File: config.mk
export PLATFORM = sky130hd
export DESIGN_NAME = uart_tx_ctrl
export DESIGN_NICKNAME = d
export VERILOG_FILES = /design/src/rtl/uart_pkg.sv /design/src/rtl/uart_baud_cnt.sv /design/src/rtl/uart_tx_ctrl.sv
export SDC_FILE = /design/constraint.sdc
export NUM_CORES = 1
export LEC_CHECK = 0
export ABC_AREA = 1
export BUFFER_PORTS_ARGS = -buffer_cell sky130_fd_sc_hd__buf_2
export CAP_MARGIN = 20
export CORE_MARGIN = 2
export CORE_UTILIZATION = 56
export DETAILED_ROUTE_END_ITERATION = 10
export PLACE_DENSITY = 0.86
export SETUP_SLACK_MARGIN = 0.1
export SLEW_MARGIN = 20
export SYNTH_ARGS = -nofsm -noshare
export SYNTH_HDL_FRONTEND = slang
export SYNTH_SLANG_ARGS = --single-unit
File: constraint.sdc
create_clock -name clk -period 3.3 [get_ports clk]
set_input_delay 0.165 -clock clk [delete_from_list [all_inputs] [get_ports clk]]
set_output_delay 0.165 -clock clk [all_outputs]
set_load 0.03 [all_outputs]
File: src/rtl/uart_pkg.sv
// Shared types and constants for the UART transmit path.
// The even-parity helper is used wherever the parity bit is formed.
package uart_pkg;

    localparam int UART_DATA_BITS = 8;

    typedef enum logic [2:0] {
        IDLE,
        START,
        DATA,
        PARITY,
        STOP
    } tx_state_t;

    function automatic logic even_parity(input logic [UART_DATA_BITS-1:0] d);
        return ^d;
    endfunction

endpackage

File: src/rtl/uart_baud_cnt.sv
// Bit-period counter. It counts 0..CLKS_PER_BIT-1 while enabled, wraps at each bit end,
// and reports the final cycle of a bit (bit_end) and the cycle before it (bit_pre_end).
module uart_baud_cnt #(
    parameter int CLKS_PER_BIT = 16
) (
    input  logic clk,
    input  logic reset,
    input  logic en,
    input  logic clear,
    output logic bit_end,
    output logic bit_pre_end
);

    localparam int CW = $clog2(CLKS_PER_BIT);
    localparam logic [CW-1:0] LAST     = CW'(CLKS_PER_BIT - 1);
    localparam logic [CW-1:0] PRE_LAST = CW'(CLKS_PER_BIT - 2);

    logic [CW-1:0] count;

    always_ff @(posedge clk or negedge reset) begin
        if (!reset) begin
            count <= '0;
        end else if (clear) begin
            count <= '0;
        end else if (en) begin
            count <= (count == LAST) ? '0 : count + CW'(1);
        end
    end

    // The pre-end flag lets the controller register pulses that must line up with bit_end.
    assign bit_end     = en && !clear && (count == LAST);
    assign bit_pre_end = en && !clear && (count == PRE_LAST);

endmodule

File: src/rtl/uart_tx_ctrl.sv
// UART transmit controller: frames a byte as start, 8 data bits (LSB first), optional even
// parity and 1-2 stop bits, driving an external shifter through load_data/shift/data_bit.
module uart_tx_ctrl
    import uart_pkg::*;
#(
    parameter int CLKS_PER_BIT = 16,
    parameter int PARITY_EN    = 0,
    parameter int STOP_BITS    = 1
) (
    input  logic                      clk,
    input  logic                      reset,
    input  logic                      tx_valid,
    input  logic [UART_DATA_BITS-1:0] tx_data,
    output logic                      tx_ready,
    output logic [UART_DATA_BITS-1:0] piso_data,
    output logic                      load_data,
    output logic                      shift,
    input  logic                      data_bit,
    output logic                      txd,
    output logic                      tx_busy,
    output logic                      tx_done,
    output tx_state_t                 tx_state
);

    localparam logic [2:0] LAST_DATA = 3'(UART_DATA_BITS - 1);
    localparam logic [2:0] LAST_STOP = 3'(STOP_BITS - 1);

    logic       bit_end;
    logic       bit_pre_end;
    logic [2:0] bit_cnt;

    uart_baud_cnt #(
        .CLKS_PER_BIT(CLKS_PER_BIT)
    ) u_baud (
        .clk        (clk),
        .reset      (reset),
        .en         (tx_state != IDLE),
        .clear      (tx_state == IDLE),
        .bit_end    (bit_end),
        .bit_pre_end(bit_pre_end)
    );

    // Handshake: a byte transfers on a rising edge where tx_valid && tx_ready; tx_ready is
    // high only in IDLE and tx_data is not looked at in any other cycle.
    // All outputs are registered: each is computed one edge ahead of the cycle it marks.
    // txd samples data_bit on the same edge that the shift pulse advances the shifter.
    always_ff @(posedge clk or negedge reset) begin
        if (!reset) begin
            tx_state  <= IDLE;
            txd       <= 1'b1;
            tx_ready  <= 1'b1;
            tx_busy   <= 1'b0;
            load_data <= 1'b0;
            shift     <= 1'b0;
            tx_done   <= 1'b0;
            piso_data <= '0;
            bit_cnt   <= '0;
        end else begin
            load_data <= 1'b0;
            shift     <= 1'b0;
            tx_done   <= 1'b0;
            unique case (tx_state)
                IDLE: begin
                    txd <= 1'b1;
                    if (tx_valid && tx_ready) begin
                        piso_data <= tx_data;
                        tx_state  <= START;
                        txd       <= 1'b0;
                        load_data <= 1'b1;
                        tx_ready  <= 1'b0;
                        tx_busy   <= 1'b1;
                        bit_cnt   <= '0;
                    end
                end
                START: begin
                    if (bit_pre_end) shift <= 1'b1;
                    if (bit_end) begin
                        tx_state <= DATA;
                        txd      <= data_bit;
                        bit_cnt  <= '0;
                    end
                end
                DATA: begin
                    if (bit_pre_end && bit_cnt != LAST_DATA) shift <= 1'b1;
                    if (bit_end) begin
                        if (bit_cnt == LAST_DATA) begin
                            bit_cnt <= '0;
                            if (PARITY_EN != 0) begin
                                tx_state <= PARITY;
                                txd      <= even_parity(piso_data);
                            end else begin
                                tx_state <= STOP;
                                txd      <= 1'b1;
                            end
                        end else begin
                            bit_cnt <= bit_cnt + 3'd1;
                            txd     <= data_bit;
                        end
                    end
                end
                PARITY: begin
                    if (bit_end) begin
                        tx_state <= STOP;
                        txd      <= 1'b1;
                    end
                end
                STOP: begin
                    // bit_cnt is reused here to count stop bits.
                    if (bit_pre_end && bit_cnt == LAST_STOP) tx_done <= 1'b1;
                    if (bit_end) begin
                        if (bit_cnt == LAST_STOP) begin
                            tx_state <= IDLE;
                            bit_cnt  <= '0;
                            tx_ready <= 1'b1;
                            tx_busy  <= 1'b0;
                        end else begin
                            bit_cnt <= bit_cnt + 3'd1;
                        end
                    end
                end
                default: begin
                    tx_state <= IDLE;
                    txd      <= 1'b1;
                    tx_ready <= 1'b1;
                    tx_busy  <= 1'b0;
                end
            endcase
        end
    end

    a_no_load_and_shift: assert property (@(posedge clk) disable iff (!reset)
        !(load_data && shift));
    a_busy_is_not_ready: assert property (@(posedge clk) disable iff (!reset)
        tx_busy == !tx_ready);
    a_ready_only_idle: assert property (@(posedge clk) disable iff (!reset)
        tx_ready == (tx_state == IDLE));
    a_quiet_in_idle: assert property (@(posedge clk) disable iff (!reset)
        (tx_state == IDLE) |-> !(load_data || shift || tx_done));

endmodule

==> qor.yml <==
routed_wl_um: 2410
arrival_ns: 1.77
cts_max_path_buffers: 2
hold_buffers: 1
cts_tree: "done"
end_kind: "flop"
antenna_cells: 0
io_buffers: 28
period_share: 0.472
leakagePower_uw: 0.000838
start_util: 0.606
gp_congestion: 0.880
vias_per_cell: 4.98
cts_root_buf: "clkbuf_4"
cts.sinks: 24
antenna_found_initial: 0
layout-drive-gt1-share: 0.256
ys_types: 23
drv_cap: 0
cts_resized: 0
tns_ns: 0
grt_pass1_vias: 941
power_density_nw_per_um2: 956
numCtsBuffers: 3
skew_ns: 0.00587
ys_seq_elements: 24
layout_min_cycle_time_ns: 1.56
die_w_um: 50.6
nFillCells: 177
syn_nets: 167
ant_nets: 0
final-hold-violation-count: 0
chipHeight_um: 50.6
core_um2: 2000
hold-worst-slack_ns: 0.0321
dp_hpwl_um: 1910
grt_use_total: 0.212
hold_path.class: "in -> reg"
outcome: "finished, final reports clean"
firstDrtPassIters: 4
path_class: "reg -> reg"
rsz0062_at_grt: "no"
cp_max_fo: 6
rows: 16
fin_nets: 199
synth_area_um2: 1210
grt_start_max_net_pins: 25
yosysSeqAreaShare: 0.497
syn_to_final_growth_pct: 15.8
relSlewSlack: 0.651
clk_pin_slew_ns: 0.13
crit_path_start_kind: "flop"
die_area_um2: 2560
synth_cells: 150
layout_commonest_cell: "nand2_1"
vias: 1030
drv_slew: 0
wl_per_cell_um: 11.7
cts_setup_buffers: 0
worstSkewPairLatency_ns: 0.31
peakVddDrop_mv: 0.697
pin_count: 29
crit_required_ns: 3.51
tightest_slew_ns: 0.523
drt_iter0_drc: 15
drc: 0
cts_max_level: 1
overflow: 0
rrSetupSlack_ns: 1.74
grt_pass1_wl_um: 3990
mostFrequentLayoutCells: "nand2_1 (61), buf_2 (28), dfrtp_1 (22)"
final_util: 0.702
setup_viol: 0
fmax_mhz: 643
syn_area_per_cell_um2: 8.09
yosys_warnings: 0
==> sequential cells by signal, summed over array words and instances (netlist names) <==
name,flops
u_baud.count,4
piso_data,8
tx_busy,1
bit_cnt,3
tx_done,1
txd,1
tx_ready,1
shift,1
tx_state,3
load_data,1
==> layout make-up <==
class / instances / area, um2 / share of cell area
inverter: 16 / 60.1 / 0.0427
sequential: 24 / 603 / 0.429
clock buffer: 3 / 22.5 / 0.0160
tap: 27 / 33.8 / 0.0240
timing repair buffer: 29 / 150 / 0.107
multi-input combinational: 108 / 536 / 0.381
==> power breakdown <==
| group | internal [uW] | switching, uW | leakage, uW | total, uW |
|---|---|---|---|---|
| registers | 411 | 96.4 | 0.000308 | 507 |
| clock network | 42.7 | 85.7 | 0.0000138 | 128 |
| logic | 218 | 489 | 0.000516 | 707 |
==> metal layers <==
metal / global-route usage / vias to the layer above / part of all wire
li1: - / 527 / -
met1: 0.260 / 470 / 0.47
met2: 0.377 / 28 / 0.47
met3: 0.0357 / 5 / 0.044
met4: 0.0676 / 0 / 0.013
met5: 0 / - / 0
==> per-stage QoR <==
step	std cells	power (uW)	instance area [um2]	worst slack [ns]
2_1_floorplan	150	1040	1210	1.89
3_3_place_gp	203	1210	1370	1.81
3_5_place_dp	203	1220	1370	1.78
4_1_cts	207	1350	1410	1.76
5_1_grt	207	1450	1410	1.56
6_report	207	1340	1410	1.74
==> path summary, 6_finish.rpt <==
kind | from | depth (start not counted) | end
setup reg to reg | u_baud.count[0] | 6 | bit_cnt[0]
min in group asynchronous | reset | 2 | bit_cnt[2]
max in group asynchronous | reset | 2 | txd
setup / recovery | u_baud.count[0] | 6 | bit_cnt[0]
hold reg to reg | piso_data[3] | 2 | piso_data[3]
hold / removal | tx_data[6] | 3 | piso_data[6]
==> kinds of logic (layout without fill, tap and decap cells) <==
| kind of cell | after synthesis | after routing | share of synthesized area |
|---|---|---|---|
| adders and majority gates | 5 | 5 | 0.0515 |
| DFF | 24 | 24 | 0.497 |
| and+or+nand+nor | 87 | 87 | 0.310 |
| xor gates and xnor gates | 2 | 2 | 0.0144 |
| AOI/OAI and AO/OA | 14 | 14 | 0.0650 |
| buffers and inverters | 18 | 48 | 0.0618 |
==> synthesized netlist by cell type <==
master / count / area [um2]
nand2_1: 61 / 229
dfrtp_1: 22 / 551
inv_1: 12 / 45.0
nor2_1: 8 / 30.0
nand3_1: 7 / 35.0
o21ai_0: 6 / 30.0
ha_1: 5 / 62.6
inv_2: 4 / 15.0
nor2_2: 4 / 25.0
nand3_2: 3 / 30.0
a21boi_0: 2 / 15.0
a21oi_1: 2 / 10.0
buf_4: 2 / 15.0
dfstp_2: 2 / 52.6
o21ai_1: 2 / 10.0
a21o_1: 1 / 7.51
a31oi_1: 1 / 6.26
nand4_1: 1 / 6.26
nor3_1: 1 / 5.00
nor3_2: 1 / 10.0
or2_2: 1 / 6.26
xnor2_1: 1 / 8.76
xor2_1: 1 / 8.76
==> critical path, stage by stage, from the launching register on <==
cell and delay, ns:
dfrtp_1 0.41, ha_1 0.20, nand3_1 0.22, nand3_1 0.23, nand3_2 0.14, o21ai_0 0.20
nand2_1 0.07
Power figures use the tool's default switching activity.
